## config.mk

```make
export PLATFORM = sky130hd
export DESIGN_NAME = ex_mem_stage
export DESIGN_NICKNAME = d
export VERILOG_FILES = /design/src/rtl/ex_mem_stage.sv
export SDC_FILE = /design/constraint.sdc
export NUM_CORES = 1
export LEC_CHECK = 0
export BUFFER_PORTS_ARGS = -buffer_cell sky130_fd_sc_hd__buf_2
export CORE_MARGIN = 3
export CORE_UTILIZATION = 42
export DETAILED_ROUTE_END_ITERATION = 6
export PLACE_DENSITY = 0.77
export SYNTH_ARGS = -nofsm -noshare
export SYNTH_HDL_FRONTEND = slang
export SYNTH_SLANG_ARGS = --single-unit
```

## constraint.sdc

```tcl
create_clock -name clk -period 1.2 [get_ports clk]
set_clock_uncertainty 0.15 [all_clocks]
set_input_delay 0.12 -clock clk [delete_from_list [all_inputs] [get_ports clk]]
set_output_delay 0.12 -clock clk [all_outputs]
set_load 0.005 [all_outputs]
```

## src/rtl/ex_mem_stage.sv

```systemverilog
// EX/MEM pipeline latch downstream of the 16-bit ALU: resolves set-condition and
// branch outcomes, registers memory/writeback controls, and drives a one-shot fetch redirect.
module ex_mem_stage #(
    parameter int WIDTH = 16,
    parameter int REG_W = 3
) (
    input  logic             clk,
    input  logic             rst_n,
    input  logic             in_valid,
    input  logic             stall,
    input  logic             flush,
    input  logic [WIDTH-1:0] alu_out,
    input  logic             alu_cout,
    input  logic             alu_zero,
    input  logic             alu_gzero,
    input  logic [2:0]       cond_op,
    input  logic             is_branch,
    input  logic [1:0]       br_op,
    input  logic             is_jump,
    input  logic [WIDTH-1:0] br_target,
    input  logic [WIDTH-1:0] pc_plus2,
    input  logic             wr_en_in,
    input  logic [REG_W-1:0] wr_reg_in,
    input  logic             mem_rd_in,
    input  logic             mem_wr_in,
    input  logic [WIDTH-1:0] store_data_in,
    output logic             out_valid,
    output logic [WIDTH-1:0] result,
    output logic             wr_en_out,
    output logic [REG_W-1:0] wr_reg_out,
    output logic             mem_rd_out,
    output logic             mem_wr_out,
    output logic [WIDTH-1:0] store_data_out,
    output logic [WIDTH-1:0] pc_link,
    output logic             br_taken,
    output logic             redirect,
    output logic [WIDTH-1:0] redirect_pc,
    output logic             illegal
);

    typedef enum logic {
        IDLE  = 1'b0,
        FIRED = 1'b1
    } redir_state_t;

    localparam logic [2:0] COND_NONE = 3'b000;
    localparam logic [2:0] COND_SEQ  = 3'b001;
    localparam logic [2:0] COND_SLT  = 3'b010;
    localparam logic [2:0] COND_SLE  = 3'b011;
    localparam logic [2:0] COND_SCO  = 3'b100;

    localparam logic [1:0] BR_BEQZ = 2'b00;
    localparam logic [1:0] BR_BNEZ = 2'b01;
    localparam logic [1:0] BR_BLTZ = 2'b10;
    localparam logic [1:0] BR_BGEZ = 2'b11;

    redir_state_t     state;
    logic [WIDTH-1:0] next_result;
    logic             br_cond;
    logic             taken;
    logic             bad_ctl;

    // NOTE: every signal written here gets a default first so no path leaves it
    // unassigned, which would otherwise infer a latch.
    always_comb begin
        next_result = alu_out;
        case (cond_op)
            COND_NONE: next_result = alu_out;
            COND_SEQ:  next_result = {{(WIDTH-1){1'b0}}, alu_zero};
            COND_SLT:  next_result = {{(WIDTH-1){1'b0}}, alu_gzero};
            COND_SLE:  next_result = {{(WIDTH-1){1'b0}}, alu_gzero | alu_zero};
            COND_SCO:  next_result = {{(WIDTH-1){1'b0}}, alu_cout};
            default:   next_result = alu_out;
        endcase
    end

    always_comb begin
        br_cond = 1'b0;
        case (br_op)
            BR_BEQZ: br_cond = alu_zero;
            BR_BNEZ: br_cond = ~alu_zero;
            BR_BLTZ: br_cond = ~alu_zero & ~alu_gzero;
            BR_BGEZ: br_cond = alu_gzero | alu_zero;
            default: br_cond = 1'b0;
        endcase
    end

    // A jump is taken regardless of the branch condition.
    assign taken   = in_valid & (is_jump | (is_branch & br_cond));
    assign bad_ctl = in_valid & ((mem_rd_in & mem_wr_in) | ((mem_rd_in | mem_wr_in) & is_branch));

    // NOTE: sequential state uses non-blocking assignments so every register
    // samples pre-edge values regardless of statement order.
    always_ff @(posedge clk) begin
        if (!rst_n) begin
            state          <= IDLE;
            out_valid      <= 1'b0;
            result         <= '0;
            wr_en_out      <= 1'b0;
            wr_reg_out     <= '0;
            mem_rd_out     <= 1'b0;
            mem_wr_out     <= 1'b0;
            store_data_out <= '0;
            pc_link        <= '0;
            br_taken       <= 1'b0;
            redirect       <= 1'b0;
            redirect_pc    <= '0;
            illegal        <= 1'b0;
        end else if (flush) begin
            // Squash: controls and datapath cleared; the error flag is sticky.
            state          <= IDLE;
            out_valid      <= 1'b0;
            result         <= '0;
            wr_en_out      <= 1'b0;
            wr_reg_out     <= '0;
            mem_rd_out     <= 1'b0;
            mem_wr_out     <= 1'b0;
            store_data_out <= '0;
            pc_link        <= '0;
            br_taken       <= 1'b0;
            redirect       <= 1'b0;
            redirect_pc    <= '0;
        end else if (stall) begin
            // A held entry that already fired must not pulse again.
            redirect <= (state == FIRED) ? 1'b0 : redirect;
        end else begin
            out_valid      <= in_valid;
            result         <= next_result;
            wr_en_out      <= wr_en_in & in_valid;
            wr_reg_out     <= wr_reg_in;
            mem_rd_out     <= mem_rd_in & in_valid;
            mem_wr_out     <= mem_wr_in & in_valid & ~bad_ctl;
            store_data_out <= store_data_in;
            pc_link        <= pc_plus2;
            br_taken       <= taken;
            redirect       <= taken;
            state          <= taken ? FIRED : IDLE;
            if (taken) begin
                redirect_pc <= br_target;
            end
            if (bad_ctl) begin
                illegal <= 1'b1;
            end
        end
    end

endmodule

```

## Word-level counts from Yosys, hierarchy flattened

Cells that the tools add are included.

| operators by class | value |
|---|---|
| equality and inequality tests | 8 |
| muxes and demuxes | 5 |
| bitwise logic cells | 20 |
| reductions and logical operators | 4 |

Operator list:

| kind | number |
|---|---|
| one-hot mux 16 bit (4 select lines) | 1 |
| AND 1 bit | 10 |
| == test 3 x 2 -> 1 bit, second input constant | 2 |
| inverter 1 bit | 6 |
| == test 2 bit, second input constant | 2 |
| OR 1 bit | 4 |
| one-hot mux 1 bit (4 select lines) | 1 |
| == test 3 x 1 -> 1 bit, second input constant | 1 |
| == test 3 bit, second input constant | 1 |
| 2-to-1 mux 1 bit | 3 |
| AND reduction 3 bit | 1 |
| == test 2 x 1 -> 1 bit, second input constant | 1 |
| logical NOT 2 bit | 1 |
| inequality test 2 x 1 -> 1 bit, second input constant | 1 |
| AND reduction 2 bit | 1 |
| OR reduction 2 bit | 1 |

| storage, ports and cells | value |
|---|---|
| flip-flop bits (word level) | 75 |
| input bits | 85 |
| output and inout port bits | 74 |
| word-level logic and storage cells | 50 |

## Logic depth before layout (Yosys ltp)

Gate-level depths: netlist of the first run.

| depth | value |
|---|---|
| word-level depth | 7 |
| gate-level depth with buffers | 7 |
| mapped depth without buffers | 4 |

## Least setup slack after synthesis of the first run

Ideal clock, no wire load.

| path | value |
|---|---|
| path type | input port to flip-flop |
| start | input port br_op[1] |
| end | register redirect_pc[10] |
| arrival | 1.038 ns |
| required time | 0.925 ns |
| setup slack | -0.113 ns |
| stages on the path | 6 |
| path buffers | 2 |
| path through | nor3b_2 or3_1 buf_2 buf_2 nand3_1 nand3_1 |

| between the ends | value |
|---|---|
| longest elaborated chain between the ends | 6 |
| elaborated cells on any way between the ends | 9 |
| those cells by class | 3 x eq/ne; 1 x mux; 3 x bitwise; 2 x reduce/logical |

RTL lines:

| item | RTL line | RTL |
|---|---|---|
| start, declared | 18 | `input logic [1:0] br_op,` |
| == test 2 bit, or another cell as far along | 79 | `case (br_op)` |
| one-hot mux 1 bit (4 select lines) * | 79 |  |
| AND 1 bit * | 89 | `assign taken = in_valid & (is_jump \| (is_branch & br_cond));` |
| OR 1 bit * | 89 |  |
| AND 1 bit * | 89 |  |
| AND reduction 2 bit (no line) * | n/a |  |
| end signal, assigned | 139 | `redirect_pc <= br_target;` |
| end, declared | 37 | `output logic [WIDTH-1:0] redirect_pc,` |

Every way passes the cells marked *; elsewhere a longest branch is shown, timed or not.
A chain may end at the register's enable or synchronous reset.

## Final worst setup path of the first run

| path | value |
|---|---|
| start | register redirect_pc[13] |
| end | output port redirect_pc[13] |

No word-level cell between the ends.

==> results of run 1 <==
-- routing by layer --
metal | wire length, um | GRT usage, %
met5 | 0 | 0
met3 | 1020 | 7.33
met2 | 5750 | 44.6
met1 | 4290 | 28.6
met4 | 297 | 9.87
-- power groups by stage --
| stage | sequential, mW | combinational (mW) | clock (mW) |
|---|---|---|---|
| after floorplan | 2.63 | 0.387 | 0 |
| after global placement | 2.62 | 0.719 | 0 |
| after detailed placement | 2.62 | 0.741 | 0 |
| after CTS | 2.57 | 0.920 | 1.85 |
| after global routing | 2.58 | 1.03 | 1.94 |
| final | 2.57 | 0.961 | 1.81 |
-- worst min-delay path: cells and delay by family --
| kind | cells | cell delay, ps |
|---|---|---|
| simple gates | 1 | 70 |
| compound gates | 1 | 50 |
| buf+inv | 2 | 240 |
-- flip-flops by register name, summed over array words and instances, names as in the netlist --
register,count
br_taken,1
illegal,1
mem_rd_out,1
mem_wr_out,1
out_valid,1
pc_link,16
redirect,1
redirect_pc,16
result,16
store_data_out,16
wr_en_out,1
wr_reg_out,3
-- layout make-up --
class / count / area [um^2]
clock inverters: 7 / 60.1
inverters: 2 / 7.51
multi-input cells: 236 / 1610
fillers: 530 / 2210
flip-flops and latches: 74 / 1480
clock buffers: 9 / 124
repair buffers: 253 / 1790
well taps: 99 / 124
-- timing repair --
item / in CTS / in global routing
setup buffers: 0 / 1
gates resized for setup: 1 / 1
pin swaps: 0 / 1
setup endpoints to repair: 16 / 18
endpoints found under the hold margin: 70 / 0
hold buffers: 70 / 0
-- final timing paths --
path	startpoint	end	slack (ps)
worst min-delay path	mem_rd_in	mem_rd_out	20
worst min register to register	br_taken	br_taken	330
worst max-delay path	redirect_pc[13]	redirect_pc[13]	70
worst max register to register	pc_link[5]	pc_link[5]	230
-- cells in the mapped netlist, drive strengths merged --
cell	count	share of area [%]
a22oi	18	5.6
maj3	1	0.30
nor2b	4	0.76
dfxtp	74	45
o21a	1	0.23
nor3b	1	0.38
or3	2	0.53
nor3	1	0.30
a32oi	1	0.27
o2111ai	16	4.3
mux2i	35	11
nor2	56	7.4
nand3b	1	0.23
inv	2	0.23
a31oi	18	3.4
clkbuf	11	2.2
o32ai	1	0.27
buf	21	4.3
and3b	2	0.53
o21ai	3	0.46
nand2	5	0.57
and3	32	6.1
a21oi	6	1.0
nand3	32	4.9
-- cells by family after synthesis --
kind of cell | synth area share, %
compound gates | 15.6
flops | 45.1
mux | 10.7
simple gates | 21.7
fa+ha+maj | 0.305
buf+inv | 6.70
==> results.yml, run 1 <==
run_status:
  outcome: "complete, no violations"
cells_and_area:
  insertedDiodeCount: 0
  mostFrequentLayoutCells: "158 x buf_2, 74 x dfxtp_1, 70 x dlygate4sd3_1, 45 x nor2_1, 35 x mux2i_1"
  final_common_cell: "buf_2"
  area_growth_pct: 58.3
  finish.instance_area_mm2: 0.00520
  instances_no_fill: 680
  drive_gt1_share_pct: 39.2
  nets: 661
  final_util_pct: 70.2
setup_path:
  rr_worst_depth: 2
  worstSetupEndpointType: "output port"
  path_buf_inv: 1
  path_cells: "buf_2"
  slowest_delay_ps: 380
  required_ps: 930
  cp-start-kind: "flop"
  crit_type: "reg -> out"
  cp_slowest_cell: "dfxtp_1"
  cp_max_fo: 3
  cp.arrival_ps: 860
  critPathTopFamily: "flip-flops"
  critical_path_depth: 1
timing:
  rsz0062_at_grt: "no"
  slew_violations: 0
  fin_hold_ws_ps: 20.6
  post-route-min-period_ps: 1130
  worst_pin_slew_ps: 538
  fmax_mhz: 887
  setup_viol: 0
  slew_headroom_pct: 64.1
  fin_crit_sh_pct: 94.0
  setup_tns_ps: 0
  postLayoutSetupSlackWorst_ps: 72.5
  hold_violations: 0
yosys:
  yosysUniqueCellTypes: 33
  synth_nets: 429
  ys_ff_latch: 74
  netlist_instances: 344
  syn_area_per_cell_um2: 9.55
  yosysSeqAreaShare_pct: 45.1
  yosys_warnings: 0
  syn_area_mm2: 0.00329
floorplan:
  start_util_pct: 44.4
  io_pins: 159
  die_area_mm2: 0.00892
  die_h_um: 94.4
  die_x_um: 94.4
  fp-row-count: 31
  core_mm2: 0.00741
placed_design:
  gp_congestion: 0.755
  placed_cell_area_mm2: 0.00429
  dp_cells: 593
  place_hpwl_um: 6980
  preCtsSetupSlack_ps: -637
  portBuffers: 158
route:
  routed_wl_um: 11400
  drt_pass1_iterations: 5
  vias_per_cell: 5.41
  via_count: 3677
  drt-initial-drc-count: 154
  drt.antenna.violating_nets: 0
  routedWlPerCell_um: 16.7
  drcViolationCount: 0
clock_tree:
  h-tree-depth: 3
  cts_tree: "built"
  root_buffer: "clkbuf_8"
  clk_path_buf_depth: 2
  cts_inserted_buffers: 9
  path_clk_slew_ps: 80
  clk_latency_ps: 340
  cts_num_sinks: 74
pwr:
  power.density_mw_per_mm2: 1030
  power.switching_mw: 1.52
  power.total_mw: 5.34
  irDropWorstVdd_v: 0.000782
  power_switching_share_pct: 28.4
  combPwrFrac_pct: 18.0
  seq_power_share_pct: 48.1
  intPower_mw: 3.83
  p_leak_nw: 2.58
  pwr-share-clk_pct: 33.9
worst_hold_path:
  worstHoldPathCells: 4
  hp-class: "in -> reg"
flow_run:
  max_cap_violations: 0
global_route:
  grt_overflow_total: 0
  grt_max_degree: 62
  grtUsageTotal_pct: 25.3
  grt_pass1_wl_um: 17900
  antenna_found_initial: 0
  grt_pass1_vias: 3731
(Power assumes the default switching activity.)
==> run 2: changes to the inputs <==
Settings changed: CORE_UTILIZATION 42 to 43, CTS_BUF_LIST set to sky130_fd_sc_hd__clkbuf_2 sky130_fd_sc_hd__clkbuf_4 sky130_fd_sc_hd__clkbuf_8, PLACE_DENSITY 0.77 to 0.78.
==> results.yml, run 2 (synthesis results as in run 1) <==
timing:
  hold_violations: 0
  setup_tns_ps: 0
  slew_headroom_pct: 73.0
  post-route-min-period_ps: 1140
  rsz0062_at_grt: "no"
  setup_viol: 0
  worst_pin_slew_ps: 405
  slew_violations: 0
  fin_hold_ws_ps: 80.4
  fin_crit_sh_pct: 95.2
  fmax_mhz: 875
clock_tree:
  path_clk_slew_ps: 80
  clk_path_buf_depth: 2
  cts_tree: "built"
  h-tree-depth: 3
  cts_num_sinks: 74
  clk_latency_ps: 340
  cts_inserted_buffers: 9
  root_buffer: "clkbuf_8"
pwr:
  irDropWorstVdd_v: 0.000796
  power.density_mw_per_mm2: 1060
  p_leak_nw: 2.62
setup_path:
  reg2reg_from: "store_data_out[9]"
  cp-start-kind: "input port"
  cp_slowest_cell: "or3_4"
  slowest_delay_ps: 390
  crit_type: "in -> reg"
  cp.arrival_ps: 1220
  worstSetupEndpointType: "flop"
  crit_path_frequent_cell: "nand3_1"
  cp-startpoint: "br_op[1]"
  path_cells: "buf_2 > nor3b_4 > buf_4 > or3_4 > buf_6 > nand3_1 > nand3_1"
  required_ps: 1270
  cp_max_fo: 16
floorplan:
  die_h_um: 93.4
  core_mm2: 0.00733
  io_pins: 159
  die_x_um: 93.4
  fp-row-count: 31
  die_area_mm2: 0.00873
  start_util_pct: 44.8
cells_and_area:
  mostFrequentLayoutCells: "158 x buf_2, 74 x dfxtp_1, 71 x dlygate4sd3_1, 45 x nor2_1, 35 x mux2i_1"
  multi_input_area_mm2: 0.00162
  final_common_cell: "buf_2"
  fillCellCount: 490
  final_util_pct: 71.8
  regArea_mm2: 0.00148
  area_growth_pct: 60.2
  nets: 666
  insertedDiodeCount: 0
  drive_gt1_share_pct: 39.9
run_status:
  outcome: "complete, no violations"
global_route:
  grt_max_degree: 60
  antenna_found_initial: 0
  grt_pass1_wl_um: 17700
  grtUsageTotal_pct: 25.4
  grt_overflow_total: 0
  grt_pass1_vias: 3706
route:
  via_count: 3671
  drcViolationCount: 0
  vias_per_cell: 5.36
  routed_wl_um: 11500
  drt_pass1_iterations: 4
  routedWlPerCell_um: 16.8
  drt.antenna.violating_nets: 0
  drt-initial-drc-count: 139
flow_run:
  max_cap_violations: 0
placed_design:
  place_hpwl_um: 6620
  portBuffers: 158
  gp_congestion: 0.783
worst_hold_path:
  min_from: "flush"
  hp-class: "in -> reg"
-- run 2: changes by cell type in the layout (fill, tap and decap cells not counted), sizes merged --
cell | previous run | this run
clkinvlp | 3 | 2
clkinv | 0 | 1
dlygate4sd3 | 70 | 71
bufinv | 0 | 1
buf | 183 | 187
inv | 6 | 5
-- run 2: through the flow --
step | std cells | worst slack, ps | cell area (um^2) | power [mW]
global route | 685 | 0.361 | 5270 | 5.80
global placement | 597 | -573 | 4300 | 3.34
detailed placement | 597 | -543 | 4300 | 3.37
floorplan | 344 | -79.2 | 3320 | 3.01
finish | 685 | 57.7 | 5270 | 5.60
CTS | 684 | 7.20 | 5230 | 5.55
-- run 2: worst max-delay path, delay by kind of cell --
family,cells,cell delay (ps)
and+or+nand+nor,4,680
buffers and inverters,3,410
-- run 2: final timing paths --
path	to	slack, ps	cells past startpoint
setup / recovery	redirect_pc[8]	60	7
hold / removal	illegal	80	4
setup reg to reg	store_data_out[9]	300	2
hold reg to reg	redirect	350	2
-- run 2: repair_timing --
item / 4_1_cts / 5_1_grt
endpoints found under the setup margin: 16 / 18
gates resized for setup: 1 / 4
hold endpoints to repair: 71 / 0
pin swaps: 0 / 1
buffers inserted: 0 / 1
hold buffers: 71 / 0
-- run 2: report_power, final --
group          switching [mW]  internal [mW]  total, mW
registers              0.0475           2.53       2.57
logic                   0.447          0.527      0.973
clock network            1.06          0.994       2.06
-- run 2: layout make-up --
cell class,count,share of cell area [%]
repair buffers,258,34.6
well taps,99,2.35
multi-input cells,236,30.8
flip-flops and latches,74,28.1
clock inverters,7,1.57
clock buffers,9,2.35
inverters,2,0.143
-- run 2: metal layers --
layer	track usage [%]	routed length, um
met2	43.8	5820
met3	7.24	966
met5	0	0
met4	9.77	229
met1	29.7	4470
